<file path="src/rtl/audio_sched_pkg.sv">
// audio_sched_pkg
//   Shared types and helpers for the STM32 -> codec audio scheduler.
//   mode_e     : output source selection (mute, STM32 stream, passthrough, mix)
//   state_e    : codec handshake sequencer states
//   stm_to_pcm : 12-bit offset-binary STM32 sample -> left-justified signed 32-bit PCM
//   CNT_W      : width of the saturating statistics counters
package audio_sched_pkg;

   localparam int CNT_W = 16;

   typedef enum logic [1:0] {
      MODE_MUTE = 2'b00,
      MODE_STM  = 2'b01,
      MODE_PASS = 2'b10,
      MODE_MIX  = 2'b11
   } mode_e;

   typedef enum logic [1:0] {
      ST_WAIT,
      ST_ISSUE,
      ST_GAP
   } state_e;

   // Mid-scale 0x800 is silence; flipping the MSB turns offset binary into
   // two's complement, then the sample is left-justified in the codec word.
   function automatic logic [31:0] stm_to_pcm(input logic [11:0] x);
      return {~x[11], x[10:0], 20'b0};
   endfunction

endpackage

</file>
<file path="src/rtl/audio_sample_fifo.sv">
// audio_sample_fifo
//   Synchronous first-word-fall-through FIFO for STM32 samples.
//   Ports:
//     CLOCK_50, reset : clock, async active-high reset
//     push, din       : write request and data (ignored when full unless popping)
//     pop             : consume head entry (ignored when empty)
//     flush           : empty the FIFO this cycle, overrides push/pop
//     dout            : head entry, valid while !empty
//     full, empty     : occupancy flags
//     level           : number of stored entries (0..DEPTH)
module audio_sample_fifo #(
   parameter int DEPTH = 16,
   parameter int WIDTH = 12
) (
   input  logic                     CLOCK_50,
   input  logic                     reset,
   input  logic                     push,
   input  logic                     pop,
   input  logic                     flush,
   input  logic [WIDTH-1:0]         din,
   output logic [WIDTH-1:0]         dout,
   output logic                     full,
   output logic                     empty,
   output logic [$clog2(DEPTH):0]   level
);

   localparam int AW = $clog2(DEPTH);
   localparam int LW = AW + 1;

   logic [WIDTH-1:0] mem [DEPTH];
   logic [AW-1:0]    wr_ptr;
   logic [AW-1:0]    rd_ptr;
   logic             do_push;
   logic             do_pop;

   assign full  = (level == LW'(DEPTH));
   assign empty = (level == '0);
   assign dout  = mem[rd_ptr];

   // A push into a full FIFO is still accepted when the head leaves in the
   // same cycle; the write lands on the slot being vacated.
   assign do_pop  = pop  & ~flush & ~empty;
   assign do_push = push & ~flush & (~full | do_pop);

   always_ff @(posedge CLOCK_50 or posedge reset) begin
      if (reset) begin
         wr_ptr <= '0;
         rd_ptr <= '0;
         level  <= '0;
      end else if (flush) begin
         wr_ptr <= '0;
         rd_ptr <= '0;
         level  <= '0;
      end else begin
         if (do_push) wr_ptr <= wr_ptr + AW'(1);
         if (do_pop)  rd_ptr <= rd_ptr + AW'(1);
         level <= level + LW'(do_push) - LW'(do_pop);
      end
   end

   always_ff @(posedge CLOCK_50) begin
      if (do_push) mem[wr_ptr] <= din;
   end

endmodule

</file>
<file path="src/rtl/stm32_audio_scheduler.sv">
// stm32_audio_scheduler
//   Buffers STM32 samples and paces the DE1 Audio_Controller FIFO handshake.
//   One output sample per codec tick (ADC available and DAC has room), with
//   the source chosen by mode_sel at that tick.
//   Ports:
//     CLOCK_50, reset                    : clock, async active-high reset
//     audio_in, audio_wr, audio_enable   : STM32 side (asynchronous, synchronised here)
//     audio_ready                        : backpressure to STM32
//     mode_sel                           : 00 mute, 01 STM32, 10 passthrough, 11 mix
//     audio_in_available, left/right_channel_audio_in, read_audio_in : codec ADC FIFO
//     audio_out_allowed, left/right_channel_audio_out, write_audio_out : codec DAC FIFO
//     fifo_level                         : STM32 FIFO occupancy
//     underrun_cnt, overrun_cnt          : saturating statistics
//   Build option: define AUDIO_SCHED_STATS_EN to implement the statistics
//   counters; otherwise they read as 0 and no counter flops are built.
//
//   state    | meaning
//   ST_WAIT  | idle, waiting for a codec tick; data/pop decided on the tick
//   ST_ISSUE | read_audio_in and write_audio_out strobed for one clock
//   ST_GAP   | one idle clock so Audio_Controller flags settle
module stm32_audio_scheduler
   import audio_sched_pkg::*;
#(
   parameter int SAMPLE_W     = 12,
   parameter int PCM_W        = 32,
   parameter int FIFO_DEPTH   = 16,
   parameter int READY_THRESH = 4
) (
   input  logic                          CLOCK_50,
   input  logic                          reset,
   input  logic [SAMPLE_W-1:0]           audio_in,
   input  logic                          audio_wr,
   input  logic                          audio_enable,
   output logic                          audio_ready,
   input  logic [1:0]                    mode_sel,
   input  logic                          audio_in_available,
   input  logic [PCM_W-1:0]              left_channel_audio_in,
   input  logic [PCM_W-1:0]              right_channel_audio_in,
   output logic                          read_audio_in,
   input  logic                          audio_out_allowed,
   output logic [PCM_W-1:0]              left_channel_audio_out,
   output logic [PCM_W-1:0]              right_channel_audio_out,
   output logic                          write_audio_out,
   output logic [$clog2(FIFO_DEPTH):0]   fifo_level,
   output logic [CNT_W-1:0]              underrun_cnt,
   output logic [CNT_W-1:0]              overrun_cnt
);

   logic                wr_s1, wr_s2, wr_d;
   logic                en_s1, en_s2;
   logic [SAMPLE_W-1:0] in_s1, in_s2;
   logic                push_q;

   // audio_in is held stable well past the WR rise, so by the time push_q
   // fires the synchronised bus carries the settled sample.
   always_ff @(posedge CLOCK_50 or posedge reset) begin
      if (reset) begin
         wr_s1  <= 1'b0;
         wr_s2  <= 1'b0;
         wr_d   <= 1'b0;
         en_s1  <= 1'b0;
         en_s2  <= 1'b0;
         in_s1  <= '0;
         in_s2  <= '0;
         push_q <= 1'b0;
      end else begin
         wr_s1  <= audio_wr;
         wr_s2  <= wr_s1;
         wr_d   <= wr_s2;
         en_s1  <= audio_enable;
         en_s2  <= en_s1;
         in_s1  <= audio_in;
         in_s2  <= in_s1;
         push_q <= wr_s2 & ~wr_d;
      end
   end

   logic                fifo_push, fifo_pop, fifo_full, fifo_empty;
   logic [SAMPLE_W-1:0] fifo_dout;

   audio_sample_fifo #(
      .DEPTH (FIFO_DEPTH),
      .WIDTH (SAMPLE_W)
   ) u_fifo (
      .CLOCK_50 (CLOCK_50),
      .reset    (reset),
      .push     (fifo_push),
      .pop      (fifo_pop),
      .flush    (~en_s2),
      .din      (in_s2),
      .dout     (fifo_dout),
      .full     (fifo_full),
      .empty    (fifo_empty),
      .level    (fifo_level)
   );

   state_e state, state_nxt;
   mode_e  mode;
   logic   tick, take, wants_stm;

   assign tick      = audio_in_available & audio_out_allowed;
   assign take      = (state == ST_WAIT) & tick;
   assign mode      = mode_e'(mode_sel);
   assign wants_stm = (mode == MODE_STM) | (mode == MODE_MIX);
   assign fifo_pop  = take & wants_stm & en_s2 & ~fifo_empty;
   assign fifo_push = push_q & en_s2 & (~fifo_full | fifo_pop);

   logic signed [PCM_W-1:0] stm_pcm, half_p, half_l, half_r;
   logic        [PCM_W-1:0] l_nxt, r_nxt;

   assign stm_pcm = (en_s2 & ~fifo_empty) ? stm_to_pcm(fifo_dout) : '0;
   assign half_p  = stm_pcm >>> 1;
   assign half_l  = $signed(left_channel_audio_in)  >>> 1;
   assign half_r  = $signed(right_channel_audio_in) >>> 1;

   always_comb begin
      l_nxt = '0;
      r_nxt = '0;
      case (mode)
         MODE_MUTE: begin
            l_nxt = '0;
            r_nxt = '0;
         end
         MODE_STM: begin
            l_nxt = stm_pcm;
            r_nxt = stm_pcm;
         end
         MODE_PASS: begin
            l_nxt = left_channel_audio_in;
            r_nxt = right_channel_audio_in;
         end
         MODE_MIX: begin
            l_nxt = half_l + half_p;
            r_nxt = half_r + half_p;
         end
         default: begin
            l_nxt = '0;
            r_nxt = '0;
         end
      endcase
   end

   always_ff @(posedge CLOCK_50 or posedge reset) begin
      if (reset) begin
         state                   <= ST_WAIT;
         left_channel_audio_out  <= '0;
         right_channel_audio_out <= '0;
         audio_ready             <= 1'b0;
      end else begin
         state       <= state_nxt;
         audio_ready <= en_s2 && ((FIFO_DEPTH - int'(fifo_level)) >= READY_THRESH);
         if (take) begin
            left_channel_audio_out  <= l_nxt;
            right_channel_audio_out <= r_nxt;
         end
      end
   end

   // Strobes decode straight from state so an async reset drops them at once.
   always_comb begin
      state_nxt       = state;
      read_audio_in   = 1'b0;
      write_audio_out = 1'b0;
      case (state)
         ST_WAIT:  if (tick) state_nxt = ST_ISSUE;
         ST_ISSUE: begin
            read_audio_in   = 1'b1;
            write_audio_out = 1'b1;
            state_nxt       = ST_GAP;
         end
         ST_GAP:   state_nxt = ST_WAIT;
         default:  state_nxt = ST_WAIT;
      endcase
   end

`ifdef AUDIO_SCHED_STATS_EN
   logic underrun, overrun;

   assign underrun = take & wants_stm & en_s2 & fifo_empty;
   assign overrun  = push_q & en_s2 & fifo_full & ~fifo_pop;

   always_ff @(posedge CLOCK_50 or posedge reset) begin
      if (reset) begin
         underrun_cnt <= '0;
         overrun_cnt  <= '0;
      end else begin
         if (underrun && underrun_cnt != '1) underrun_cnt <= underrun_cnt + CNT_W'(1);
         if (overrun  && overrun_cnt  != '1) overrun_cnt  <= overrun_cnt  + CNT_W'(1);
      end
   end
`else
   assign underrun_cnt = '0;
   assign overrun_cnt  = '0;
`endif

endmodule
</file>
<file path="config.mk">
export PLATFORM = sky130hd
export DESIGN_NAME = stm32_audio_scheduler
export DESIGN_NICKNAME = d
export VERILOG_FILES = /design/src/rtl/audio_sched_pkg.sv /design/src/rtl/audio_sample_fifo.sv /design/src/rtl/stm32_audio_scheduler.sv
export SDC_FILE = /design/constraint.sdc
export NUM_CORES = 1
export LEC_CHECK = 0
export BUFFER_PORTS_ARGS = -buffer_cell sky130_fd_sc_hd__buf_2
export CAP_MARGIN = 20
export CELL_PAD_IN_SITES_DETAIL_PLACEMENT = 1
export CELL_PAD_IN_SITES_GLOBAL_PLACEMENT = 1
export CORE_ASPECT_RATIO = 1.2
export CORE_UTILIZATION = 44
export CTS_BUF_LIST = sky130_fd_sc_hd__clkbuf_8
export DETAILED_ROUTE_END_ITERATION = 8
export PLACE_DENSITY_LB_ADDON = 0.1
export SYNTH_ARGS = -nofsm -noshare
export SYNTH_HDL_FRONTEND = slang
export SYNTH_HIERARCHICAL = 1
export SYNTH_SLANG_ARGS = --single-unit
export TNS_END_PERCENT = 20
</file>
<file path="constraint.sdc">
create_clock -name CLOCK_50 -period 4.2 [get_ports CLOCK_50]
set_input_delay 0.63 -clock CLOCK_50 [delete_from_list [all_inputs] [get_ports CLOCK_50]]
set_output_delay 0.63 -clock CLOCK_50 [all_outputs]
set_load 0.05 [all_outputs]
</file>
# [After elaboration in Yosys (flattened, before gate mapping)]
# Memory sizes are Yosys's and may differ from the RTL's.
# Cells that the tools add are included.
[totals] regBits=110 latchBits=0 mem_bits_rw=192 romBits=0 output_inout_bits=104 elab_cells=69 memories=1
[op_classes] addsub=7 n_mul=0 div=0 order_cmp=1 eq_ne=8 shifts=0 mux=13 bitwise_logic=20 n_reduce_logical=4
[mem_list] name="u_fifo.mem" words=16 word_bits=12 read_ports=1 rd_ports_with_merged_regs=0 write_ports=1 line_no="audio_sample_fifo.sv:30" text="logic [WIDTH-1:0] mem [DEPTH];"
[op_table] operator="one-hot mux 32 bit (4 select lines)" count=2
[op_table] operator="adder 31 x 31 -> 32 bit" count=2
[op_table] operator="2-to-1 mux 32 bit" count=1
[op_table] operator="2-to-1 mux 4 bit" count=4
[op_table] operator="bitwise AND 1 bit" count=13
[op_table] operator="adder 4 x 1 -> 4 bit, second input constant" count=2
[op_table] operator=">= comparator 6 x 4 -> 1 bit, second input constant" count=1
[op_table] operator="subtractor 5 x 5 -> 6 bit, first input constant" count=1
[op_table] operator="adder 5 x 1 -> 5 bit" count=1
[op_table] operator="== test 5 bit, second input constant" count=1
[op_table] operator="logical NOT 5 bit" count=1
[op_table] operator="2-to-1 mux 5 bit" count=1
[op_table] operator="subtractor 5 x 1 -> 5 bit" count=1
[op_table] operator="== test 2 x 1 -> 1 bit, second input constant" count=2
[op_table] operator="== test 2 bit, second input constant" count=2
[op_table] operator="logical NOT 2 bit" count=2
[op_table] operator="inequality test 2 x 1 -> 1 bit, second input constant" count=2
[op_table] operator="NOT 1 bit" count=4
[op_table] operator="one-hot mux 2 bit (2 select lines)" count=1
[op_table] operator="2-to-1 mux 1 bit" count=3
[op_table] operator="OR 1 bit" count=3
[op_table] operator="2-to-1 mux 2 bit" count=1
[op_table] operator="inequality test 2 bit, second input constant" count=1
[op_table] operator="logical AND 1 bit" count=1

# [Logic depth before layout (Yosys ltp)]
[logic_depth] ltp_word=12 mapped_depth=20 depth_no_buf=16

# [Hierarchy]
# Netlist, hierarchy kept.
[by_module_without_submodules] module="audio_sample_fifo" instances=1 cells_each=445 area_per_inst_um2=8315.5 seq_area_each_um2=6090.8
[by_module_without_submodules] module="stm32_audio_scheduler" instances=1 cells_each=698 area_per_inst_um2=6438.7 seq_area_each_um2=2427.3

# [Worst setup path after synthesis]
# No wires, ideal clock.
[synth_timing] path_type="reg2reg" from="register u_fifo.level[2]" to="memory u_fifo.mem[3][0], enable pin" setup_time_ns=0.412 arrival_time_ns=4.022 t_required_ns=3.788 path_slack_ns=-0.235 stages_incl_launch_ff=15 path_buffers=5 path_cell_list="dfrtp_1 > inv_1 > ha_1 > or4b_1 > inv_1 > and2b_1 > buf_6 > clkbuf_1 > buf_6 > nand3_1 > inv_1 > clkbuf_1 > o21ai_2 > buf_2 > nor4_1"
[synth_via] elab_chain_len=9
[synth_lines] element="from (decl)" line_no="audio_sample_fifo.sv:24" text="output logic [$clog2(DEPTH):0] level"
[synth_lines] element="from (signal assigned)" line_no="audio_sample_fifo.sv:57" text="level <= level + LW'(do_push) - LW'(do_pop);"
[synth_lines] element="logical NOT 5 bit *" line_no="audio_sample_fifo.sv:37" text="assign empty = (level == '0);"
[synth_lines] element="net fifo_empty" line_no="stm32_audio_scheduler.sv:78" text="logic fifo_push, fifo_pop, fifo_full, fifo_empty;"
[synth_lines] element="NOT 1 bit *" line_no="stm32_audio_scheduler.sv:105" text="assign fifo_pop = take & wants_stm & en_s2 & ~fifo_empty;"
[synth_lines] element="bitwise AND 1 bit *" line_no="stm32_audio_scheduler.sv:105"
[synth_lines] element="net fifo_pop" line_no="stm32_audio_scheduler.sv:78"
[synth_lines] element="OR 1 bit or bitwise AND 1 bit (tied branches)" line_no="stm32_audio_scheduler.sv:106, audio_sample_fifo.sv:42"
[synth_lines] element="bitwise AND 1 bit, on equally long branches" line_no="stm32_audio_scheduler.sv:106, audio_sample_fifo.sv:42"
[synth_lines] element="bitwise AND 1 bit or OR 1 bit (tied branches)" line_no="audio_sample_fifo.sv:43" text="assign do_push = push & ~flush & (~full | do_pop);"
[synth_lines] element="bitwise AND 1 bit *" line_no="audio_sample_fifo.sv:43"
[synth_lines] element="2-to-1 mux 1 bit *" line_no="audio_sample_fifo.sv:62" text="if (do_push) mem[wr_ptr] <= din;"
[synth_lines] element="2-to-1 mux 1 bit (not written as such) *" line_no="audio_sample_fifo.sv:62"
[synth_lines] element="to (decl)" line_no="audio_sample_fifo.sv:30"
# The timed path passes the listed nets; every way through them passes the cells marked *.

# [Worst setup path in the final report]
[layout_timing] from="register u_fifo.rd_ptr[0]" to="register right_channel_audio_out[29]"
[layout_via] elab_chain_len=4
[layout_lines] element="from (decl)" line_no="audio_sample_fifo.sv:32" text="logic [AW-1:0] rd_ptr;"
[layout_lines] element="from (signal assigned)" line_no="audio_sample_fifo.sv:56" text="if (do_pop) rd_ptr <= rd_ptr + AW'(1);"
[layout_lines] element="memory read (16 x 12 bit)"
[layout_lines] element="net fifo_dout[4]" line_no="stm32_audio_scheduler.sv:79" text="logic [SAMPLE_W-1:0] fifo_dout;"
[layout_lines] element="2-to-1 mux 32 bit" line_no="stm32_audio_scheduler.sv:111" text="assign stm_pcm = (en_s2 & ~fifo_empty) ? stm_to_pcm(fifo_dout) : '0;"
[layout_lines] element="adder 31 x 31 -> 32 bit" line_no="stm32_audio_scheduler.sv:134" text="r_nxt = half_r + half_p;"
[layout_lines] element="one-hot mux 32 bit (4 select lines)" line_no="stm32_audio_scheduler.sv:119" text="case (mode)"
[layout_lines] element="to (signal assigned)" line_no="stm32_audio_scheduler.sv:154" text="right_channel_audio_out <= r_nxt;"
[layout_lines] element="to (decl)" line_no="stm32_audio_scheduler.sv:42" text="output logic [PCM_W-1:0] right_channel_audio_out,"
# The timed path passes the listed nets, and every way through them passes these cells.
# A chain may end at the register's enable or synchronous reset.

==> flow_summary_export.csv <==
group,metric,value,unit
run_status,status,"complete, no violations",
pwr,power,7.38,mW
yosys,yosys.area.top_type_share,0.391,
yosys,yosys_warnings,6,
setup_path,reg2reg_from,"u_fifo/rd_ptr[0]$_DFFE_PP0P_",
setup_path,path_class,"register to register",
floorplanning,row_count,73,
cells_and_area,fin_nets,1412,
global_route,grt_remaining_overflow,0,
timing,fin_crit_sh,0.945,
floorplanning,core_area,0.0331,mm²
routing,drc,0,
timing,fmax,252,MHz
global_route,grt_first_pass_wirelength,57.8,mm
clock_tree,cts_sinks,302,
yosys,synth-simple-area-share,0.0872,
pwr,p_leak,6.85,nW
yosys,synthMuxAreaShare,0.104,
global_route,grt_pass1_vias,10300,
floorplanning,die_area,0.0343,mm²
yosys,synth_compound_area_frac,0.130,
setup_path,cp-start-kind,"register",
yosys,synth_top_family_by_area,"compound AO/OA/AOI/OAI gates",
routing,viasPerCell,5.50,
clock_tree,cts.path.max_buffers,3,
yosys,synth_xor_area_frac,0.0261,
routing,drt_first_iter_violations,394,
yosys,synthTopCellsByArea,"edfxtp_1, dfrtp_1, mux2i_1",
global_route,antenna_found_initial,0,
timing,timing.setup.tns,0,ps
global_route,grt_start_max_net_pins,103,
timing,hold_viol,0,
routing,wire_per_inst,20.4,µm
cells_and_area,diodes,0,
setup_path,regToRegEndpoint,"right_channel_audio_out[29]$_DFFE_PP0P_",
placement,hpwlAfterDp,25.0,mm
placement,globalplace.congestion,0.796,
clock_tree,postCtsSetupBuffers,0,
cells_and_area,area_delta_synth_final,15.3,%
floorplanning,ios,188,
yosys,yosys_most_used_dff,"edfxtp_1",
clock_tree,clkSlewWorstSetupHoldPaths,60,ps
yosys,synth_cell_types,89,
cells_and_area,drive_gt1_frac,0.241,
routing,routed-via-count,9895,
routing,drt_pass1_iterations,9,
clock_tree,cts_buffers,50,
global_route,grtUsageTotal,0.218,
timing,setup_violations,0,
yosys,synth_seq_cells,302,
setup_path,rr_worst_depth,13,
routing,wirelength,36.7,mm
yosys,synth-edff-count,192,
yosys,syn_inst,1143,
cells_and_area,fin_cells,1799,
clock_tree,htreeDepth,2,
timing,period_needed,3970,ps
yosys,synth_fa_ha_area_frac,0.0198,
floorplanning,die_w,169,µm
setup_path,required,4690,ps
placement,port_buffers,155,
pwr,peakVddDrop,0.000244,V
timing,relSlewSlack,0.348,
clock_tree,clk_latency,610,ps
setup_path,arrival,4460,ps
yosys,synth_top_area_cell,"edfxtp_1",
floorplanning,die_h,203,µm
timing,finalClockSkew,42.8,ps
hold_path,hp-class,"input port to async pin",
yosys,synthArstFlopShare,0.364,
timing,finalMaxSlewViolations,0,
setup_path,endpoint_kind,"register",
setup_path,reg2reg_setup_slack,230,ps
flow_run,maxCapViolCount,0,
clock_tree,root_buffer,"clkbuf_8",
timing,rsz0062_at_grt,"false",
yosys,seq_area_frac_synth,0.577,
floorplanning,start_util,0.446,
setup_path,path_max_fanout,40,
timing,worst_pin_slew,979,ps
pwr,power_density,434,mW/mm²
cells_and_area,final_common_cell,"edfxtp_1",
yosys,syn_area_per_cell,12.9,µm²
cells_and_area,final_util,0.514,
clock_tree,cts_tree,"done",
cells_and_area,final_cell_mix,"edfxtp_1, buf_2, dfrtp_1, nor2_1, mux2i_1",
placement,dp_cells,1705,
timing,hold_ws,86.7,ps
routing,antenna_left,0,
yosys,syn-cell-area,0.0148,mm²
==> cells by family (layout without fill, tap and decap cells) <==
logic type      after synthesis  in the layout
simple gates                262            262
buf+inv                     142            317
compound gates              252            252
other cells                   1             32
flops                       302            302
mux                         117            117
fa+ha+maj                    23             23
xor+xnor                     44             44
==> worst max-delay path by stage <==
stage / startpoint / end / slack (ps)
floorplan: u_fifo/level[3]$_DFF_PP0_ / u_fifo/level[4]$_DFF_PP0_ / -90
global placement: u_fifo/rd_ptr[0]$_DFFE_PP0P_ / left_channel_audio_out[30]$_DFFE_PP0P_ / 340
detailed placement: u_fifo/level[3]$_DFF_PP0_ / right_channel_audio_out[27]$_DFFE_PP0P_ / 230
CTS: u_fifo/level[3]$_DFF_PP0_ / right_channel_audio_out[27]$_DFFE_PP0P_ / 230
global route: u_fifo/level[3]$_DFF_PP0_ / right_channel_audio_out[31]$_DFFE_PP0P_ / 40
finish: u_fifo/rd_ptr[0]$_DFFE_PP0P_ / right_channel_audio_out[29]$_DFFE_PP0P_ / 230
==> stage by stage <==
| step | area [µm²] | setup WS [ps] |
|---|---|---|
| global placement | 15900 | 344 |
| global route | 17000 | 36.5 |
| CTS | 17000 | 234 |
| detailed placement | 15900 | 230 |
| floorplan | 14900 | -85.1 |
| finish | 17000 | 231 |
==> critical path: stages, from the launching register on <==
cell and delay, ps:
dfrtp_4 620, buf_12 290, mux2i_1 130, a22o_1 250
nor3_1 420, a221o_1 350, buf_4 230, nor4bb_1 310
a21oi_1 60, o21ai_0 220, o21ai_2 140, a2111oi_2 490
mux2i_1 240, nand2_1 70
==> state kept, by name, summed over array words and instances (netlist names) <==
| signal | flops |
|---|---|
| push_q | 1 |
| u_fifo/level | 5 |
| audio_ready | 1 |
| u_fifo/wr_ptr | 4 |
| wr_s2 | 1 |
| state | 2 |
| left_channel_audio_out | 32 |
| u_fifo/mem | 192 |
| wr_d | 1 |
| wr_s1 | 1 |
| right_channel_audio_out | 32 |
| en_s1 | 1 |
| u_fifo/rd_ptr | 4 |
| in_s1 | 12 |
| en_s2 | 1 |
| in_s2 | 12 |
==> layout make-up <==
type	count	area (µm²)
Multi-Input combinational cell	730	5590
Clock inverter	29	229
Sequential cell	302	8520
Timing Repair Buffer	198	1110
Clock buffer	65	895
Inverter	25	96.3
Fill cell	3479	16100
Tap cell	450	563
==> what timing repair did <==
item | 4_1_cts | 5_1_grt
hold buffers | 0 | 0
setup endpoints to repair | 0 | 1
resized for setup | 0 | 1
==> synthesized netlist by cell type, types with 5 or more instances <==
cell type	count
o21ai_0	19
clkbuf_1	40
a221o_1	13
edfxtp_1	192
a21o_1	7
buf_2	15
a211oi_1	5
buf_1	8
nor2_1	103
nor4_1	5
o211ai_1	9
a221oi_1	9
nand3_1	8
o221ai_1	8
buf_4	36
buf_6	14
xnor2_1	28
a31oi_1	17
dfrtp_1	110
nor2b_1	10
mux4_2	14
mux4_1	10
a21oi_1	46
nor3_1	24
inv_1	25
mux2_1	24
mux2i_1	67
a22o_1	53
o22ai_1	22
nor4bb_1	7
ha_1	20
xor2_1	16
and2_1	13
nand2b_1	8
nand2_1	58
==> power by group <==
part	switching, mW	internal [mW]	total [mW]
Sequential	0.0901	3.30	3.39
Clock	1.22	1.59	2.81
Combinational	0.855	0.328	1.18
Total	2.17	5.21	7.38
==> layer usage <==
metal	vias to the layer above	share of wire	track usage
met1	5007	0.43	0.279
li1	4593	-	-
met4	0	0.023	0.0692
met3	63	0.042	0.0349
met2	232	0.51	0.376
met5	-	0	0
No activity file was read; power rests on OpenSTA's default activity.
